<file path="config.mk">
export PLATFORM = sky130hd
export DESIGN_NAME = power_gesture_ctrl
export DESIGN_NICKNAME = d
export VERILOG_FILES = /design/src/rtl/power_gesture_ctrl.sv
export SDC_FILE = /design/constraint.sdc
export NUM_CORES = 1
export LEC_CHECK = 0
export ABC_AREA = 0
export CORE_MARGIN = 8
export CORE_UTILIZATION = 30
export CTS_CLUSTER_SIZE = 28
export DETAILED_ROUTE_END_ITERATION = 8
export GPL_TIMING_DRIVEN = 0
export PLACE_DENSITY_LB_ADDON = 0.3
export SLEW_MARGIN = 20
export SYNTH_ARGS = -nofsm -noshare
export SYNTH_HDL_FRONTEND = slang
export SYNTH_SLANG_ARGS = --single-unit
</file>
<file path="constraint.sdc">
create_clock -name clk -period 2.6 [get_ports clk]
set_clock_uncertainty 0.1 [all_clocks]
set_input_delay 0.26 -clock clk [delete_from_list [all_inputs] [get_ports clk]]
set_output_delay 0.26 -clock clk [all_outputs]
set_load 0.1 [all_outputs]
</file>
<file path="src/rtl/power_gesture_ctrl.sv">
// Front-panel power controller: debounced buttons, short/long press on button 0, two-button gestures, idle auto-off.
// Latency: btn_in to btn_stable is 2 + DEBOUNCE_CYC cycles; no backpressure, all events are one-cycle pulses.
module power_gesture_ctrl #(
    parameter int NUM_BTN         = 3,
    parameter int DEBOUNCE_CYC    = 20_000_000,
    parameter int LONG_PRESS_CYC  = 300_000_000,
    parameter int GESTURE_WIN_CYC = 500_000_000,
    parameter int IDLE_OFF_CYC    = 0,
    parameter int ON_FIRST        = 1,
    parameter int ON_SECOND       = 2,
    parameter int OFF_FIRST       = 2,
    parameter int OFF_SECOND      = 1,
    parameter int CNT_W           = 30
) (
    input  logic               clk,
    input  logic               rst,
    input  logic [NUM_BTN-1:0] btn_in,
    output logic               power_status,
    output logic [NUM_BTN-1:0] btn_stable,
    output logic [NUM_BTN-1:0] btn_press,
    output logic               long_press,
    output logic               gesture_armed,
    output logic               idle_off
);

    typedef enum logic {OFF = 1'b0, ON = 1'b1} state_t;

    localparam logic [CNT_W-1:0] DEB_LAST  = CNT_W'(DEBOUNCE_CYC - 1);
    localparam logic [CNT_W-1:0] LONG_LAST = CNT_W'(LONG_PRESS_CYC - 1);
    localparam logic [CNT_W-1:0] LONG_SAT  = CNT_W'(LONG_PRESS_CYC);
    localparam logic [CNT_W-1:0] WIN_LAST  = CNT_W'(GESTURE_WIN_CYC - 1);
    localparam logic [CNT_W-1:0] IDLE_LAST = CNT_W'(IDLE_OFF_CYC - 1);
    localparam logic             IDLE_EN   = (IDLE_OFF_CYC > 0);

    logic [NUM_BTN-1:0] sync1_q, sync2_q, stable_q, stable_d, prev_q;
    logic [CNT_W-1:0]   deb_q [NUM_BTN];
    logic [CNT_W-1:0]   deb_d [NUM_BTN];
    logic [CNT_W-1:0]   hold_q, hold_d, win_q, win_d, idle_q, idle_d;
    logic               long_q, long_d, armed_q, armed_d, idle_off_q, idle_off_d;
    state_t             state_q, state_d;

    logic [NUM_BTN-1:0] press;
    logic fall0, long_hit, press_first, press_second, complete, expire;
    logic quiet, idle_hit, on_cause, off_cause;

    always_comb begin
        stable_d = stable_q;
        for (int i = 0; i < NUM_BTN; i++) begin
            deb_d[i] = '0;
            if (sync2_q[i] != stable_q[i]) begin
                if (deb_q[i] == DEB_LAST) stable_d[i] = sync2_q[i];
                else                      deb_d[i]    = deb_q[i] + 1'b1;
            end
        end
    end

    // hold_q holds the number of earlier stable-high cycles, so the pulse lands on the LONG_PRESS_CYC-th one
    always_comb begin
        press    = stable_q & ~prev_q;
        fall0    = prev_q[0] & ~stable_q[0];
        long_hit = stable_q[0] & (hold_q == LONG_LAST);
        hold_d   = '0;
        if (stable_q[0]) hold_d = (hold_q == LONG_SAT) ? hold_q : hold_q + 1'b1;
        long_d   = fall0 ? 1'b0 : (long_q | long_hit);
    end

    always_comb begin
        press_first  = (state_q == ON) ? press[OFF_FIRST]  : press[ON_FIRST];
        press_second = (state_q == ON) ? press[OFF_SECOND] : press[ON_SECOND];
        complete     = armed_q & press_second;
        expire       = armed_q & (win_q == WIN_LAST);
        quiet        = ~(|press) & ~stable_q[0];
        idle_hit     = IDLE_EN & (state_q == ON) & quiet & (idle_q == IDLE_LAST);
        on_cause     = (fall0 & ~long_q) | (complete & (state_q == OFF));
        off_cause    = long_hit | (complete & (state_q == ON)) | idle_hit;

        state_d = state_q;
        if (state_q == OFF && on_cause)  state_d = ON;
        if (state_q == ON  && off_cause) state_d = OFF;

        // completion outranks both re-arm and expiry in the same cycle
        armed_d = armed_q;
        win_d   = '0;
        if (state_d != state_q || complete) armed_d = 1'b0;
        else if (press_first)               armed_d = 1'b1;
        else if (expire)                    armed_d = 1'b0;
        else if (armed_q)                   win_d   = win_q + 1'b1;

        idle_d     = '0;
        if (IDLE_EN && state_q == ON && quiet && !idle_hit) idle_d = idle_q + 1'b1;
        idle_off_d = idle_hit;
    end

    always_ff @(posedge clk) begin
        if (rst) begin
            sync1_q    <= '0;
            sync2_q    <= '0;
            stable_q   <= '0;
            prev_q     <= '0;
            for (int i = 0; i < NUM_BTN; i++) deb_q[i] <= '0;
            hold_q     <= '0;
            long_q     <= 1'b0;
            win_q      <= '0;
            armed_q    <= 1'b0;
            idle_q     <= '0;
            idle_off_q <= 1'b0;
            state_q    <= OFF;
        end else begin
            sync1_q    <= btn_in;
            sync2_q    <= sync1_q;
            stable_q   <= stable_d;
            prev_q     <= stable_q;
            for (int i = 0; i < NUM_BTN; i++) deb_q[i] <= deb_d[i];
            hold_q     <= hold_d;
            long_q     <= long_d;
            win_q      <= win_d;
            armed_q    <= armed_d;
            idle_q     <= idle_d;
            idle_off_q <= idle_off_d;
            state_q    <= state_d;
        end
    end

    assign power_status  = (state_q == ON);
    assign btn_stable    = stable_q;
    assign btn_press     = press;
    assign long_press    = long_hit;
    assign gesture_armed = armed_q;
    assign idle_off      = idle_off_q;

endmodule

</file>
==> run metrics <==
CP Class reg -> out; post-DP HPWL around 10000 µm; WP buf/inv 1; first-pass detailed-route iteration total 5; Post-Syn Area around 7300 µm²; Req. time, crit path 2.24 ns; global route overflow 0; number of synthesized flops with an enable pin 0; Clk pin slew, worst setup/hold paths about 0.06 ns; reg-to-reg critical path startpoint deb_q[0][56]; share of layout cells above drive strength 1 around 8.3%; final wirelength 14200 µm; pin count of the biggest net entering global routing 17; Max VDD drop between 0.0004 and 0.0005 V; H-tree depth 4; WL per Instance around 12 µm; DRC violations left 0; antenna viol nets, final 0; status finished, final reports clean; Buffers on Ports 13; final core area utilization between 30% and 40%; post-placement cell area around 7900 µm²; RSZ-0062 raised after global routing no; register area share after synthesis between 40% and 50%; Slew headroom 33.32%; power per standard cell area 577.6 nW/µm²; clock root buffer clkbuf_16; I/O pin total 15; vias in the first global route 5261; first-pass GRT wire length about 25000 µm; fin area about 8500 µm²; Die Width 172.4 µm; Arr. time, crit path ~2.1 ns; max-cap violations 0; Starting Density 30.34%; CP endpoint kind output pin; Core ar. between 20000 and 25000 µm²; initial antenna violation count 0; Iter 0 DRT Violations 300; FFs w/ async S/R, synth 0%; actual slew at the worst max-slew pin 0.9919 ns; Nets between 800 and 900; Cells after Synth ~840; Rows 57; die height between 150 and 200 µm; crit path time final 2.476 ns; CP top delay family buffers and inverters; Area Growth Syn to Fin 16.19%; # diodes 0; synth top area cells dfxtp_1 (45%), xor2_1 (11%), nor2_1 (8.8%), xnor2_1 (5.6%), nand4_1 (4.5%); Yosys reg bits between 150 and 200; Sink Count around 170; min-delay src btn_in[0]; CP startpoint btn_stable[1]; CTS Buf Count 17; clk buf depth 2; routability cong. roughly 0.77; top cell type by total area after synthesis dfxtp_1; Die Area between 20000 and 30000 µm²; Cell variety after synth 45; critical path cell sequence nor2b_2 > dlygate4sd2_1; gr usage total between 10% and 20%; vias about 5500; Setup Viol. Count Final 0; Worst-Skew Late Latency between 0.4 and 0.5 ns; post-synth top area share between 40% and 50%; Final Max Slew Viols 0; TritonCTS clock tree done; via/cell ratio ~4.5; CP max-delay cell dlygate4sd2_1; max incr delay on CP 0.91 ns; leakage about 2.6 nW; synth warn 0; worst hold-check path type in -> reg; fillers 2455; Max Fclk between 400 and 500 MHz; worst-path fanout max 5; type of origin of the critical path flip-flop; fin crit share between 90 and 100%; ys flop type dfxtp_1; endpoints failing hold 0; synthesized area per cell 8.690 µm²; CTS hold repair buffers 0; Syn Nets about 860
## cell usage in the layout (no fill, tap or decap), types with 7 or more instances in the layout
cell               n
nor4_2            10
xnor2_1           47
clkdlybuf4s50_1    9
nor4b_1            7
a21oi_1            7
or3_1              8
nor3_1            14
nor2b_1            9
nand2_1           47
buf_6              7
and4_1            10
nand4_1           53
and2_1            10
clkbuf_16         18
nor2_1           172
nor4_1            15
dfxtp_1          161
and3_1            17
inv_1             19
nand3_1           60
xor2_1            92
clkbuf_1          14
## final timing paths
path	to	slack [ns]	depth (start not counted)
max	btn_press[1]	0.12	2
min	sync1_q[0]	0.31	2
max reg2reg	deb_q[0][58]	0.18	6
min reg2reg	sync2_q[1]	0.34	1
## sequential cells by signal, summed over array words and instances, names as in the netlist
signal	cells
sync2_q	3
gesture_armed	1
btn_stable	3
sync1_q	3
deb_q	90
hold_q	30
prev_q	3
power_status	1
long_q	1
win_q	30
## power breakdown
group	total (mW)	switching [mW]	internal, mW	leakage, nW
sequential	2.54	0.00324	2.53	1.33
clock	2.34	0.929	1.41	0.279
combinational	0.0448	0.0276	0.0172	1.03
## per-layer routing
metal	GRT usage (%)	vias up	share of wire [%]
met5	0	-	0
met2	16.27	44	45
li1	-	2945	-
met1	13.15	2505	51
met3	2.763	13	2.6
met4	3.336	0	1.1
## layout make-up
cell class / instances / area [µm²] / area share [%]
Inverter: 21 / 78.83 / 0.9250
Timing Repair Buffer: 15 / 140.1 / 1.644
Multi-Input combinational cell: 631 / 3872 / 45.44
Tap cell: 324 / 405.4 / 4.757
Buffer: 27 / 158.9 / 1.865
Sequential cell: 165 / 3311 / 38.85
Clock buffer: 26 / 540.5 / 6.343
Clock inverter: 3 / 15.01 / 0.1762
## Yosys cell counts (all sizes together), types with 7 or more instances
| cell type | number |
|---|---|
| nor2 | 172 |
| dfxtp | 165 |
| xor2 | 92 |
| nand3 | 60 |
| nand4 | 53 |
| nand2 | 47 |
| xnor2 | 47 |
| nor4 | 26 |
| inv | 20 |
| and3 | 17 |
| clkbuf | 15 |
| nor3 | 14 |
| buf | 12 |
| or3 | 12 |
| and4 | 11 |
| and2 | 10 |
| nor2b | 10 |
| or4 | 8 |
| a21oi | 7 |
| nor4b | 7 |
## what timing repair did
item | in CTS | in global routing
pin swaps | 0 | 1
resized for setup | 10 | 12
setup endpoints to repair | 5 | 61
setup buffers | 0 | 1
## through the flow
stage                     power (mW)  hold slack, ns  setup TNS, ns  worst slack [ns]  cells
after floorplan                2.621          0.2316         -7.741           -0.2544    844
after detailed placement       2.638          0.3303        -0.5196           -0.5026   1182
final                          4.922          0.3053              0            0.1243   1212
after global routing           5.113          0.3004              0           0.01095   1212
after global placement         2.638          0.3173        -0.7193           -0.5148   1181
after CTS                      4.997          0.2917        -0.1144           -0.1144   1211
## kinds of logic (layout without fill, tap and decap cells)
| group | count (synthesis) | in the layout | synth area share, % |
|---|---|---|---|
| simple gates | 460 | 460 | 32.05 |
| xor+xnor | 139 | 139 | 16.60 |
| fa+ha+maj | 6 | 6 | 1.024 |
| flops | 165 | 165 | 45.04 |
| mux | 4 | 4 | 0.5459 |
| buf+inv | 48 | 92 | 2.934 |
| other cells | 1 | 1 | 0.05113 |
| compound gates | 21 | 21 | 1.757 |
Note: power is estimated with default switching activity, not from simulation.
